$ cat config.mk
export PLATFORM = sky130hd
export DESIGN_NAME = systolic_feeder_2x2
export DESIGN_NICKNAME = d
export VERILOG_FILES = /design/src/rtl/systolic_feeder_2x2.sv
export SDC_FILE = /design/constraint.sdc
export NUM_CORES = 1
export LEC_CHECK = 0
export CORE_MARGIN = 2
export CORE_UTILIZATION = 48
export CTS_BUF_LIST = sky130_fd_sc_hd__clkbuf_2 sky130_fd_sc_hd__clkbuf_4 sky130_fd_sc_hd__clkbuf_8
export DETAILED_ROUTE_END_ITERATION = 10
export PLACE_DENSITY = 0.9
export SKIP_CTS_REPAIR_TIMING = 1
export SLEW_MARGIN = 20
export SYNTH_ARGS = -nofsm -noshare
export SYNTH_HDL_FRONTEND = slang
export SYNTH_SLANG_ARGS = --single-unit
$ cat constraint.sdc
create_clock -name clk -period 5 [get_ports clk]
set_clock_uncertainty 0.2 [all_clocks]
set_input_delay 1 -clock clk [delete_from_list [all_inputs] [get_ports clk]]
set_output_delay 1 -clock clk [all_outputs]
set_load 0.02 [all_outputs]
$ cat src/rtl/systolic_feeder_2x2.sv
// Operand scheduler for the 2x2 MAC systolic array: loads K beats into the edge FIFOs, then issues skewed reads.
// Optional SYSTOLIC_FEEDER_CYCLE_CNT_EN adds a saturating busy-cycle counter output cycle_cnt.
module systolic_feeder_2x2 #(
  parameter int DEPTH        = 8,
  parameter int DATA_WIDTH   = 16,
  parameter int DRAIN_CYCLES = 3,
  parameter int KW           = $clog2(DEPTH) + 1
) (
  input  logic                  clk,
  input  logic                  rst,
  input  logic                  start,
  input  logic [KW-1:0]         k_len,
  input  logic                  s_valid,
  output logic                  s_ready,
  input  logic [DATA_WIDTH-1:0] s_row0,
  input  logic [DATA_WIDTH-1:0] s_row1,
  input  logic [DATA_WIDTH-1:0] s_col0,
  input  logic [DATA_WIDTH-1:0] s_col1,
  output logic [DATA_WIDTH-1:0] in_row_0,
  output logic [DATA_WIDTH-1:0] in_row_1,
  output logic [DATA_WIDTH-1:0] in_col_0,
  output logic [DATA_WIDTH-1:0] in_col_1,
  output logic                  row_fifo_0_w_en,
  output logic                  row_fifo_1_w_en,
  output logic                  col_fifo_0_w_en,
  output logic                  col_fifo_1_w_en,
  output logic                  row_fifo_0_r_en,
  output logic                  row_fifo_1_r_en,
  output logic                  col_fifo_0_r_en,
  output logic                  col_fifo_1_r_en,
  output logic                  busy,
  output logic                  done,
  output logic                  err
`ifdef SYSTOLIC_FEEDER_CYCLE_CNT_EN
  ,
  output logic [15:0]           cycle_cnt
`endif
);

  typedef enum logic [2:0] {IDLE, LOAD, STREAM, DRAIN, DONE} state_t;

  localparam int DW = (DRAIN_CYCLES > 1) ? $clog2(DRAIN_CYCLES) : 1;
  localparam logic [DW-1:0] DRAIN_LAST = DW'((DRAIN_CYCLES > 0) ? DRAIN_CYCLES - 1 : 0);
  localparam logic [KW-1:0] DEPTH_K    = KW'(DEPTH);

  state_t                 state_q;
  logic [KW-1:0]          k_q;
  logic [KW-1:0]          beatCnt_q;
  logic [KW-1:0]          step_q;
  logic [DW-1:0]          drainCnt_q;
  logic                   sReady_q;
  logic                   busy_q;
  logic                   done_q;
  logic                   err_q;
  logic                   wEn_q;
  logic                   rEn0_q;
  logic                   rEn1_q;
  logic [DATA_WIDTH-1:0]  inRow0_q;
  logic [DATA_WIDTH-1:0]  inRow1_q;
  logic [DATA_WIDTH-1:0]  inCol0_q;
  logic [DATA_WIDTH-1:0]  inCol1_q;

  logic kOk_d;
  logic lastBeat_d;

  assign kOk_d      = (k_len != '0) && (k_len <= DEPTH_K);
  assign lastBeat_d = (beatCnt_q == k_q - 1'b1);

  always_ff @(posedge clk or posedge rst) begin
    if (rst) begin
      state_q    <= IDLE;
      k_q        <= '0;
      beatCnt_q  <= '0;
      step_q     <= '0;
      drainCnt_q <= '0;
      sReady_q   <= 1'b0;
      busy_q     <= 1'b0;
      done_q     <= 1'b0;
      err_q      <= 1'b0;
      wEn_q      <= 1'b0;
      rEn0_q     <= 1'b0;
      rEn1_q     <= 1'b0;
      inRow0_q   <= '0;
      inRow1_q   <= '0;
      inCol0_q   <= '0;
      inCol1_q   <= '0;
    end else begin
      wEn_q  <= 1'b0;
      done_q <= 1'b0;
      err_q  <= 1'b0;
      case (state_q)
        IDLE: begin
          if (start) begin
            if (kOk_d) begin
              k_q       <= k_len;
              beatCnt_q <= '0;
              sReady_q  <= 1'b1;
              busy_q    <= 1'b1;
              state_q   <= LOAD;
            end else begin
              err_q <= 1'b1;
            end
          end
        end
        LOAD: begin
          if (s_valid && sReady_q) begin
            inRow0_q  <= s_row0;
            inRow1_q  <= s_row1;
            inCol0_q  <= s_col0;
            inCol1_q  <= s_col1;
            wEn_q     <= 1'b1;
            beatCnt_q <= beatCnt_q + 1'b1;
            if (lastBeat_d) begin
              sReady_q <= 1'b0;
              step_q   <= '0;
              rEn0_q   <= 1'b1;
              rEn1_q   <= 1'b0;
              state_q  <= STREAM;
            end
          end
        end
        STREAM: begin
          // Row/col 1 trails row/col 0 by one step, so the pass spans K+1 steps.
          if (step_q == k_q) begin
            rEn0_q <= 1'b0;
            rEn1_q <= 1'b0;
            if (DRAIN_CYCLES == 0) begin
              done_q  <= 1'b1;
              state_q <= DONE;
            end else begin
              drainCnt_q <= '0;
              state_q    <= DRAIN;
            end
          end else begin
            step_q <= step_q + 1'b1;
            rEn0_q <= ((step_q + 1'b1) < k_q);
            rEn1_q <= 1'b1;
          end
        end
        DRAIN: begin
          if (drainCnt_q == DRAIN_LAST) begin
            done_q  <= 1'b1;
            state_q <= DONE;
          end else begin
            drainCnt_q <= drainCnt_q + 1'b1;
          end
        end
        DONE: begin
          busy_q  <= 1'b0;
          state_q <= IDLE;
        end
        default: begin
          state_q <= IDLE;
        end
      endcase
    end
  end

  assign s_ready         = sReady_q;
  assign busy            = busy_q;
  assign done            = done_q;
  assign err             = err_q;
  assign in_row_0        = inRow0_q;
  assign in_row_1        = inRow1_q;
  assign in_col_0        = inCol0_q;
  assign in_col_1        = inCol1_q;
  assign row_fifo_0_w_en = wEn_q;
  assign row_fifo_1_w_en = wEn_q;
  assign col_fifo_0_w_en = wEn_q;
  assign col_fifo_1_w_en = wEn_q;
  assign row_fifo_0_r_en = rEn0_q;
  assign col_fifo_0_r_en = rEn0_q;
  assign row_fifo_1_r_en = rEn1_q;
  assign col_fifo_1_r_en = rEn1_q;

`ifdef SYSTOLIC_FEEDER_CYCLE_CNT_EN
  logic [15:0] cycleCnt_q;

  // Value in any cycle equals the busy cycles so far, the done cycle included; it then holds in IDLE.
  always_ff @(posedge clk or posedge rst) begin
    if (rst) begin
      cycleCnt_q <= '0;
    end else if (state_q == IDLE && start && kOk_d) begin
      cycleCnt_q <= 16'd1;
    end else if ((state_q == LOAD || state_q == STREAM || state_q == DRAIN) && cycleCnt_q != 16'hFFFF) begin
      cycleCnt_q <= cycleCnt_q + 16'd1;
    end
  end

  assign cycle_cnt = cycleCnt_q;
`endif

endmodule

# [Word-level counts from Yosys, hierarchy flattened]
# Cells that the tools add are included.
[op_classes] addsub=4 n_lt_le_gt_ge=2 eq_ne=15 muxes=37 reduce_logical=17
[ops] cell="$mux W4" n=6
[ops] cell="$mux W3" n=6
[ops] cell="$ne A2 B2 Y1 const B" n=8
[ops] cell="$pmux W4 S2" n=2
[ops] cell="$mux W1" n=15
[ops] cell="$pmux W3 S4" n=1
[ops] cell="$reduce_and A3 Y1" n=4
[ops] cell="$add A4 B1 Y4 const B" n=2
[ops] cell="$eq A4 B4 Y1" n=2
[ops] cell="$pmux W1 S2" n=4
[ops] cell="$reduce_and A4 Y1" n=2
[ops] cell="$reduce_bool A2 Y1" n=4
[ops] cell="$eq A3 B2 Y1 const B" n=2
[ops] cell="$reduce_and A6 Y1" n=1
[ops] cell="$reduce_and A5 Y1" n=1
[ops] cell="$le A4 B4 Y1 const B" n=1
[ops] cell="$lt A4 B4 Y1" n=1
[ops] cell="$mux W2" n=2
[ops] cell="$pmux W2 S2" n=1
[ops] cell="$reduce_bool A4 Y1" n=1
[ops] cell="$sub A4 B1 Y4 const B" n=1
[ops] cell="$eq A3 B1 Y1 const B" n=1
[ops] cell="$eq A3 B3 Y1 const B" n=1
[ops] cell="$logic_not A3 Y1" n=1
[ops] cell="4 further kinds" n=5
[word_totals] register_bits=88 input_bits=72 out_inout_bits=76 elab_cells=91

# [Logic depth before layout (Yosys ltp)]
# Gate-level depths: netlist of the first run.
[depth] word_depth=5 mapped_depth=7 depth_no_buf=7

# [Least setup slack after synthesis of the first run]
# No wires, ideal clock.
[synth_timing] path_kind="input-to-reg" startpoint="in s_valid" endpoint="reg inCol0_q[10], in the netlist in_col_0[10]" setup_time_ps=125 t_arrival_ps=1995 t_required_ps=4675 slack_ps=2680 path_stages=5 n_path_buf=2 path_cell_list="nand3_2 -> nor3_4 -> buf_4 -> buf_4 -> mux2_2"
[synth_via] elab_chain_len=2
[synth_lines] item="start: declaration" line_no="13" source="input logic s_valid,"
[synth_lines] item="$logic_and A1 B1 Y1" line_no="106" source="if (s_valid && sReady_q) begin"
[synth_lines] item="$reduce_and A2 Y1 (no source line)"
[synth_lines] item="end signal: assignment" line_no="109" source="inCol0_q <= s_col0;"
[synth_lines] item="end: declaration" line_no="60" source="logic [DATA_WIDTH-1:0] inCol0_q;"
# Every way passes these cells.
# A chain may end at the register's enable or synchronous reset.

# [Final worst setup path of the first run]
[layout_timing] startpoint="in s_valid" endpoint="reg rEn0_q, in the netlist col_fifo_0_r_en"
[layout_via] elab_chain_len=3
[layout_lines] item="$logic_and A1 B1 Y1" line_no="106"
[layout_lines] item="$ne A2 B2 Y1 (no source line)"
[layout_lines] item="$reduce_and A3 Y1 (no source line)"
[layout_lines] item="end signal: assignment" line_no="136" source="rEn0_q <= ((step_q + 1'b1) < k_q);"
[layout_lines] item="end: declaration" line_no="56" source="logic rEn0_q;"
# Every way passes these cells.

==> results.cfg, run 1 <==
[status]
status = complete, no violations

[clocking]
h-tree-depth = 3
cts_tree = yes
clkLatencyLatePin_ps = 330
cts_buffer_depth = 2
path_clk_slew_ps = 90
clockRootBuffer = clkbuf_8
clock-sinks = 88
cts_inserted_buffers = 9

[die]
core_mm2 = 0.00761
std_cell_rows = 32
die_y_um = 91.9
dieArea_mm2 = 0.00844
start_util_pct = 48.7
die_w_um = 91.9
io-pin-count = 148

[worst_setup_path]
path_cells = clkdlybuf4s50_1 > nand3_2 > nor3_4 > buf_4 > nand4_2 > nor3b_1 > a21oi_1
r2r_setup_slack_ps = 2780
cp_top_family = buffers and inverters
r2r-end = drainCnt_q[0]
max_stage_delay_ps = 470
criticalPathCategory = primary input to flip-flop
end_kind = flip-flop
cp.required_ps = 5050
startpoint_type = primary input
reg2reg_from = k_q[0]
r2r_cells = 5
critPathBufInv = 2
cp_max_fo = 40
crit_arrival_ps = 2830
cpMaxStageDelayCell = clkdlybuf4s50_1

[synthesis]
synth_top_cell_area_share_pct = 59.4
syn_area_per_cell_um2 = 13.7
synth_area_leaders = dfrtp_1 (59%), mux2_2 (21%), ha_1 (2.7%)
synth_flop_cell = dfrtp_1
synth_fp_nets = 350
netlist_instances = 270
syn_area_mm2 = 0.00371
seq_area_frac_synth_pct = 59.4
ys_ff_latch = 88
ys_types = 31
yosys.area.top_type = dfrtp_1
ys_warn_count = 0
async_flop_share_pct = 100
synth_edf_count = 0

[routing]
drt-vias-per-instance = 4.99
dr.first_iter.drc_count = 56
first_pass_iters = 6
via_count = 2611
wl_per_cell_um = 15.8
wirelength_um = 8250
drc = 0
drt.antenna.violating_nets = 0

[sta]
period_minus_slack_ps = 2780
max-slew-margin-rel_pct = 52.2
finalCritPeriodShare_pct = 55.6
max_slew.worst_pin.slew_ps = 717
hold_viol_final = 0
drv_slew = 0
fmax_ghz = 0.360
rsz0062_at_grt = no
setup-tns-final_ps = 0
finalSetupViolations = 0

[layout]
finalInstanceArea_mm2 = 0.00545
drive_above_1_share_pct = 22.3
diodes = 0
final_nets = 496
syn2layout_area_growth_pct = 47.1

[placed_design]
port_buffers = 147
gp_congestion = 0.835
place_area_mm2 = 0.00524
dpl.hpwl_um = 6190

[power_and_ir_drop]
sw_frac_of_total_pct = 37.0
powerDensity_mw_per_mm2 = 691
p_leak_nw = 2.29
power.switching_w = 0.00139
p_int_w = 0.00237
worst_ir_drop_vdd_v = 0.000338
clkPwrFrac_pct = 13.5
sequentialPowerShare_pct = 34.6
combPwrFrac_pct = 51.9

[hold_path]
min_to = in_row_0[4]
hold_start = in_row_0[4]
worstHoldPathType = flip-flop to flip-flop
hold_path_depth = 1

[run]
cap_violations = 0

[global_route]
grtUsageMet3_pct = 5.26
grt-ovfl-total = 0
grt_pass1_wl_um = 13300
use_met1_pct = 25.9
top_usage_layer = met2
track_usage_pct = 20.0
gr-usage-met2_pct = 33.3
first_global_vias = 2677
grt_max_degree = 61
antenna_found_initial = 0
## per-layer routing
metal  share of wire (%)  routed length (um)
met5                   0                   0
met4                0.90                  74
met3                 5.6                 459
met2                  51                4200
met1                  43                3520
## Yosys cell counts (all sizes together), types with 4 or more instances
cell type  count
dfrtp         88
mux2          70
buf           15
nand2         15
nor2           9
ha             8
inv            8
xor2           8
a21oi          6
nand3          6
nor3           6
xnor2          6
o21ai          4
## worst max path at each step
| stage | cells past startpoint | slack [ps] | endpoint | start |
|---|---|---|---|---|
| floorplan | 1 | 1520 | beatCnt_q[0] | rst |
| CTS | 7 | 2230 | col_fifo_0_r_en | s_valid |
| finish | 7 | 2220 | col_fifo_0_r_en | s_valid |
| global placement | 7 | 1900 | col_fifo_0_r_en | s_valid |
| detailed placement | 7 | 1870 | step_q[2] | s_valid |
| global route | 7 | 2060 | col_fifo_0_r_en | s_valid |
## power by group through the flow
stage	combinational [W]	sequential, W	clock (W)
floorplan	0.000823	0.00163	0
global placement	0.00192	0.00130	0
detailed placement	0.00197	0.00132	0
CTS	0.00198	0.00130	0.000525
global route	0.00209	0.00135	0.000563
finish	0.00196	0.00130	0.000508
## per-stage QoR
| stage | cells | total power (W) | hold slack [ps] | utilization [%] | setup WS (ps) |
|---|---|---|---|---|---|
| 6_report | 523 | 0.00377 | 310 | 71.7 | 2220 |
| 5_1_grt | 523 | 0.00400 | 324 | 71.7 | 2060 |
| 4_1_cts | 523 | 0.00381 | 316 | 71.6 | 2230 |
| 3_5_place_dp | 507 | 0.00329 | 295 | 68.8 | 1870 |
| 2_1_floorplan | 270 | 0.00246 | 273 | - | 1520 |
| 3_3_place_gp | 507 | 0.00321 | 288 | 68.8 | 1900 |
## layout by cell type, fill, tap and decap left out, types with 4 or more instances in the layout
cell type        synthesis  final
o21ai_0                  4      4
xor2_1                   8      8
nor3_1                   5      5
clkdlybuf4s50_1          0    147
mux2_2                  70     70
ha_1                     8      8
nor2_1                   9      9
inv_1                    8      7
nand3_1                  5      5
dfrtp_1                 88     88
nand2_1                 15     15
a21oi_1                  6      6
xnor2_1                  6      6
clkbuf_8                 0     11
## state kept, by name (all words and copies together) (netlist names), 3 cells and up
signal     cells
in_col_0      16
in_row_0      16
state_q        3
in_col_1      16
in_row_1      16
step_q         4
k_q            4
beatCnt_q      4
## layout make-up
cell class	count	area [um2]
multi-input cells	159	1380
clock buffers	11	151
fillers	514	2160
repair buffers	150	1490
well taps	102	128
flip-flops and latches	88	2200
inverters	8	32.5
clock inverters	5	62.6
## kinds of logic (layout without fill, tap and decap cells)
group | Yosys count | after routing | synth area share, %
flip-flops | 88 | 88 | 59.4
multiplexers | 70 | 70 | 21.3
AND/OR/NAND/NOR | 47 | 47 | 6.58
buffers and inverters | 23 | 174 | 3.31
AO/OA/AOI/OAI | 20 | 20 | 3.41
XOR/XNOR | 14 | 14 | 3.31
adder cells (fa/ha/maj) | 8 | 8 | 2.70
(Power assumes the default switching activity.)
==> inputs of run 2 (changes only) <==
Settings changed: CORE_UTILIZATION 48 to 40, PLACE_DENSITY 0.9 to 0.81.
Clock period 5 ns to 2.3 ns, I/O delays scaled along.
==> run 2 against run 1 <==
  * Clock power grew 88%
  * Critical path depth is 6 lower
  * Highest routed layer unchanged
  * Cell count increased by 2.9%
  * Via count grew 2.4%
  * Clock-buffer cell count is 2 lower
  * Largest power group unchanged
  * Die area increased by 19%
  * Sequential power grew 120%
  * Worst hold slack better by 2.1 ps
==> results.cfg, run 2 (same netlist as run 1, synthesis figures left out) <==
[die]
dieArea_mm2 = 0.0101
die_w_um = 100
std_cell_rows = 35
core_mm2 = 0.00911
die_y_um = 100
start_util_pct = 40.7
io-pin-count = 148

[power_and_ir_drop]
sequentialPowerShare_pct = 34.7
power.switching_w = 0.00307
sw_frac_of_total_pct = 37.8
p_leak_nw = 2.31
combPwrFrac_pct = 53.6
clkPwrFrac_pct = 11.7
p_int_w = 0.00505
worst_ir_drop_vdd_v = 0.000650
powerDensity_mw_per_mm2 = 1470

[worst_setup_path]
cp_max_fo = 4
end_kind = primary output
cp.required_ps = 1640
critPathBufInv = 1
cpMaxStageDelayCell = clkdlybuf4s50_1
criticalPathCategory = flip-flop to primary output
path_cells = clkdlybuf4s50_1
cp_top_family = buffers and inverters
max_stage_delay_ps = 630
crit_arrival_ps = 1380
startpoint_type = flip-flop

[sta]
finalSetupViolations = 0
hold_viol_final = 0
finalCritPeriodShare_pct = 88.8
max_slew.worst_pin.slew_ps = 321
whs_ps = 312
rsz0062_at_grt = no
max-slew-margin-rel_pct = 78.3
fmax_ghz = 0.490
setup-tns-final_ps = 0
drv_slew = 0
period_minus_slack_ps = 2040

[placed_design]
dp_cells = 523
gp_congestion = 0.810
port_buffers = 147
dpl.hpwl_um = 6270

[routing]
via_count = 2673
wl_per_cell_um = 15.8
drc = 0
first_pass_iters = 4
drt-vias-per-instance = 4.97
dr.first_iter.drc_count = 68
drt.antenna.violating_nets = 0
wirelength_um = 8480

[global_route]
grt_max_degree = 51
grt-ovfl-total = 0
antenna_found_initial = 0
first_global_vias = 2813
grt_pass1_wl_um = 13700
track_usage_pct = 17.6

[layout]
final_nets = 503
final_cells = 538
drive_above_1_share_pct = 23.4
syn2layout_area_growth_pct = 49.0
diodes = 0
layout_common_cells = clkdlybuf4s50_1 (147), dfrtp_1 (88), mux2_2 (70)
fillers = 774
layout_commonest_cell = clkdlybuf4s50_1

[clocking]
path_clk_slew_ps = 90
cts_tree = yes
cts_buffer_depth = 2
clkLatencyLatePin_ps = 350
clockRootBuffer = clkbuf_8
cts_inserted_buffers = 9
h-tree-depth = 3
clock-sinks = 88

[status]
status = complete, no violations

[run]
cap_violations = 0

[hold_path]
worstHoldPathType = flip-flop to flip-flop
[run 2: through the flow]
stage / instance area (um2) / util (%) / worst slack [ps] / power [W]
final: 5520 / 60.6 / 258 / 0.00812
after global routing: 5520 / 60.6 / 80.6 / 0.00869
after CTS: 5520 / 60.6 / 236 / 0.00823
after detailed placement: 5350 / 58.8 / 26.6 / 0.00725
after global placement: 5350 / 58.8 / 57.7 / 0.00706
after floorplan: 3710 / - / 482 / 0.00534
[run 2: worst paths after layout]
check | slack (ps) | start | cells after the start | endpoint
worst max-delay path | 260 | col_fifo_0_w_en | 1 | row_fifo_1_w_en
worst min-delay path | 310 | in_col_0[12] | 1 | in_col_0[12]
worst max register to register | 270 | k_q[0] | 5 | drainCnt_q[0]
worst min register to register | 310 | in_col_0[12] | 1 | in_col_0[12]
max in group asynchronous | 1340 | rst | 3 | in_row_0[14]
min in group asynchronous | 340 | rst | 3 | step_q[3]
[run 2: power groups by stage]
stage | Combinational, W | Clock, W | Sequential, W
final | 0.00435 | 0.000954 | 0.00282
after global routing | 0.00469 | 0.00106 | 0.00293
after CTS | 0.00441 | 0.000990 | 0.00283
after detailed placement | 0.00440 | 0 | 0.00285
after global placement | 0.00426 | 0 | 0.00280
after floorplan | 0.00179 | 0 | 0.00355
[run 2: area by class of cell]
| class | instances | area [um2] | area share, % |
|---|---|---|---|
| clock inverter | 6 | 46.3 | 0.838 |
| multi-input combinational | 159 | 1380 | 25.0 |
| inverter | 8 | 33.8 | 0.612 |
| sequential | 88 | 2200 | 39.9 |
| timing repair buffer | 157 | 1600 | 28.9 |
| tap | 111 | 139 | 2.51 |
| clock buffer | 9 | 124 | 2.24 |
[run 2: per-layer routing]
| metal | GRT usage, % | up-vias | routed length (um) |
|---|---|---|---|
| met1 | 21.1 | 1318 | 3420 |
| li1 | - | 1238 | - |
| met3 | 6.41 | 11 | 663 |
| met5 | 0 | - | 0 |
| met4 | 6.11 | 0 | 106 |
| met2 | 29.4 | 106 | 4290 |
==> inputs of run 3 (changes only) <==
Settings changed: CORE_UTILIZATION 40 to 30, PLACE_DENSITY 0.81 to 0.62.
Clock period 2.3 ns to 2.5 ns, I/O delays scaled along.
==> run 3 against run 2 <==
  * Cell count grew 6.7%
  * Clock power grew 4.0%
  * First-iteration DRC count grew 21%
  * Combinational power shrank 8.5%
  * Core utilization shrank 14 points
  * Global-route usage shrank 5.0 points
  * Sequential power shrank 8.2%
  * Critical endpoint is now drainCnt_q[0]
  * Largest cell class unchanged
==> results.cfg, run 3 (same netlist as run 1, synthesis figures left out) <==
[status]
status = complete, no violations

[run]
cap_violations = 0

[layout]
layout_commonest_cell = clkdlybuf4s50_1
layout_common_cells = clkdlybuf4s50_1 (147), dfrtp_1 (88), mux2_2 (70)
final_nets = 502
syn2layout_area_growth_pct = 50.5
drive_above_1_share_pct = 23.4
diodes = 0
fillers = 1112

[placed_design]
port_buffers = 147
gp_congestion = 0.816
dpl.hpwl_um = 6360
place_ws_ps = 140

[sta]
setup-tns-final_ps = 0
max-slew-margin-rel_pct = 76.3
max_slew.worst_pin.slew_ps = 352
rsz0062_at_grt = no
hold_viol_final = 0
whs_ps = 280
period_minus_slack_ps = 2230
finalCritPeriodShare_pct = 89.0
fmax_ghz = 0.449
finalSetupViolations = 0
drv_slew = 0
worst_slack_ps = 274

[global_route]
grt_max_degree = 55
antenna_found_initial = 0
first_global_vias = 2595
track_usage_pct = 12.6
grt-ovfl-total = 0
grt_pass1_wl_um = 12800

[die]
std_cell_rows = 40
io-pin-count = 148
die_w_um = 115
start_util_pct = 30.9
core_mm2 = 0.0120
die_y_um = 115
dieArea_mm2 = 0.0133

[clocking]
cts_tree = yes
path_clk_slew_ps = 80
cts_inserted_buffers = 9
clockRootBuffer = clkbuf_8
cts_buffer_depth = 2
clkLatencyLatePin_ps = 350
h-tree-depth = 3
clock-sinks = 88

[routing]
via_count = 2559
drc = 0
first_pass_iters = 4
wl_per_cell_um = 14.6
dr.first_iter.drc_count = 82
drt-vias-per-instance = 4.46
drt.antenna.violating_nets = 0
wirelength_um = 8400

[worst_setup_path]
crit_arrival_ps = 2270
criticalPathCategory = flip-flop to flip-flop
max_stage_delay_ps = 450
cpMaxStageDelayCell = dfrtp_1
cp.required_ps = 2540
path_cells = ha_1 > nor4_1 > nand2b_1 > nand2_1 > a22o_1
cp_top_family = simple AND/OR/NAND/NOR gates
startpoint_type = flip-flop
end_kind = flip-flop
critPathBufInv = 0
cp_max_fo = 11

[power_and_ir_drop]
fin_total_pwr_w = 0.00756
p_leak_nw = 2.33
worst_ir_drop_vdd_v = 0.000475
powerDensity_mw_per_mm2 = 1360

[hold_path]
worstHoldPathType = primary input to asynchronous set/reset pin
## run 3: area by class of cell
| type | count | area, um2 | area share, % |
|---|---|---|---|
| Inverter | 8 | 33.8 | 0.606 |
| Clock inverter | 5 | 56.3 | 1.01 |
| Tap cell | 147 | 184 | 3.30 |
| Timing Repair Buffer | 156 | 1580 | 28.3 |
| Multi-Input combinational cell | 159 | 1380 | 24.8 |
| Clock buffer | 11 | 145 | 2.60 |
| Sequential cell | 88 | 2200 | 39.5 |
## run 3: path summary, 6_finish.rpt
path	from	to	slack, ps	cells past startpoint
setup / recovery	k_q[0]	drainCnt_q[0]	270	5
hold / removal	rst	drainCnt_q[1]	280	2
setup reg to reg	k_q[0]	drainCnt_q[0]	270	5
hold reg to reg	in_row_0[7]	in_row_0[7]	310	1
max in group asynchronous	rst	k_q[1]	1240	3
min in group clk	in_row_0[7]	in_row_0[7]	310	1
## run 3: where the power goes
| group | total, W | internal (W) | switching [W] |
|---|---|---|---|
| registers | 0.00259 | 0.00213 | 0.000461 |
| logic | 0.00398 | 0.00216 | 0.00182 |
| clock network | 0.000992 | 0.000499 | 0.000493 |
| total | 0.00756 | 0.00479 | 0.00277 |
## run 3: per-layer routing
layer / GRT usage (%) / vias up / share of wire [%]
li1: - / 1237 / -
met1: 15.8 / 1217 / 44
met2: 19.8 / 92 / 48
met3: 3.53 / 13 / 6.3
met4: 6.91 / 0 / 1.9
met5: 0 / - / 0
## run 3: stage by stage
step                      instances  util (%)  cell area [um2]
after global routing            574      46.4             5580
after global placement          558      44.8             5380
after floorplan                 270         -             3710
after detailed placement        558      44.8             5380
after CTS                       574      46.4             5580
final                           574      46.4             5580
## run 3: worst register-to-register path: cells and delay by family (launching register included)
kind	cells	cell delay (ps)
adders and majority gates	1	330
AOI/OAI and AO/OA	1	240
DFF	1	450
and+or+nand+nor	3	900
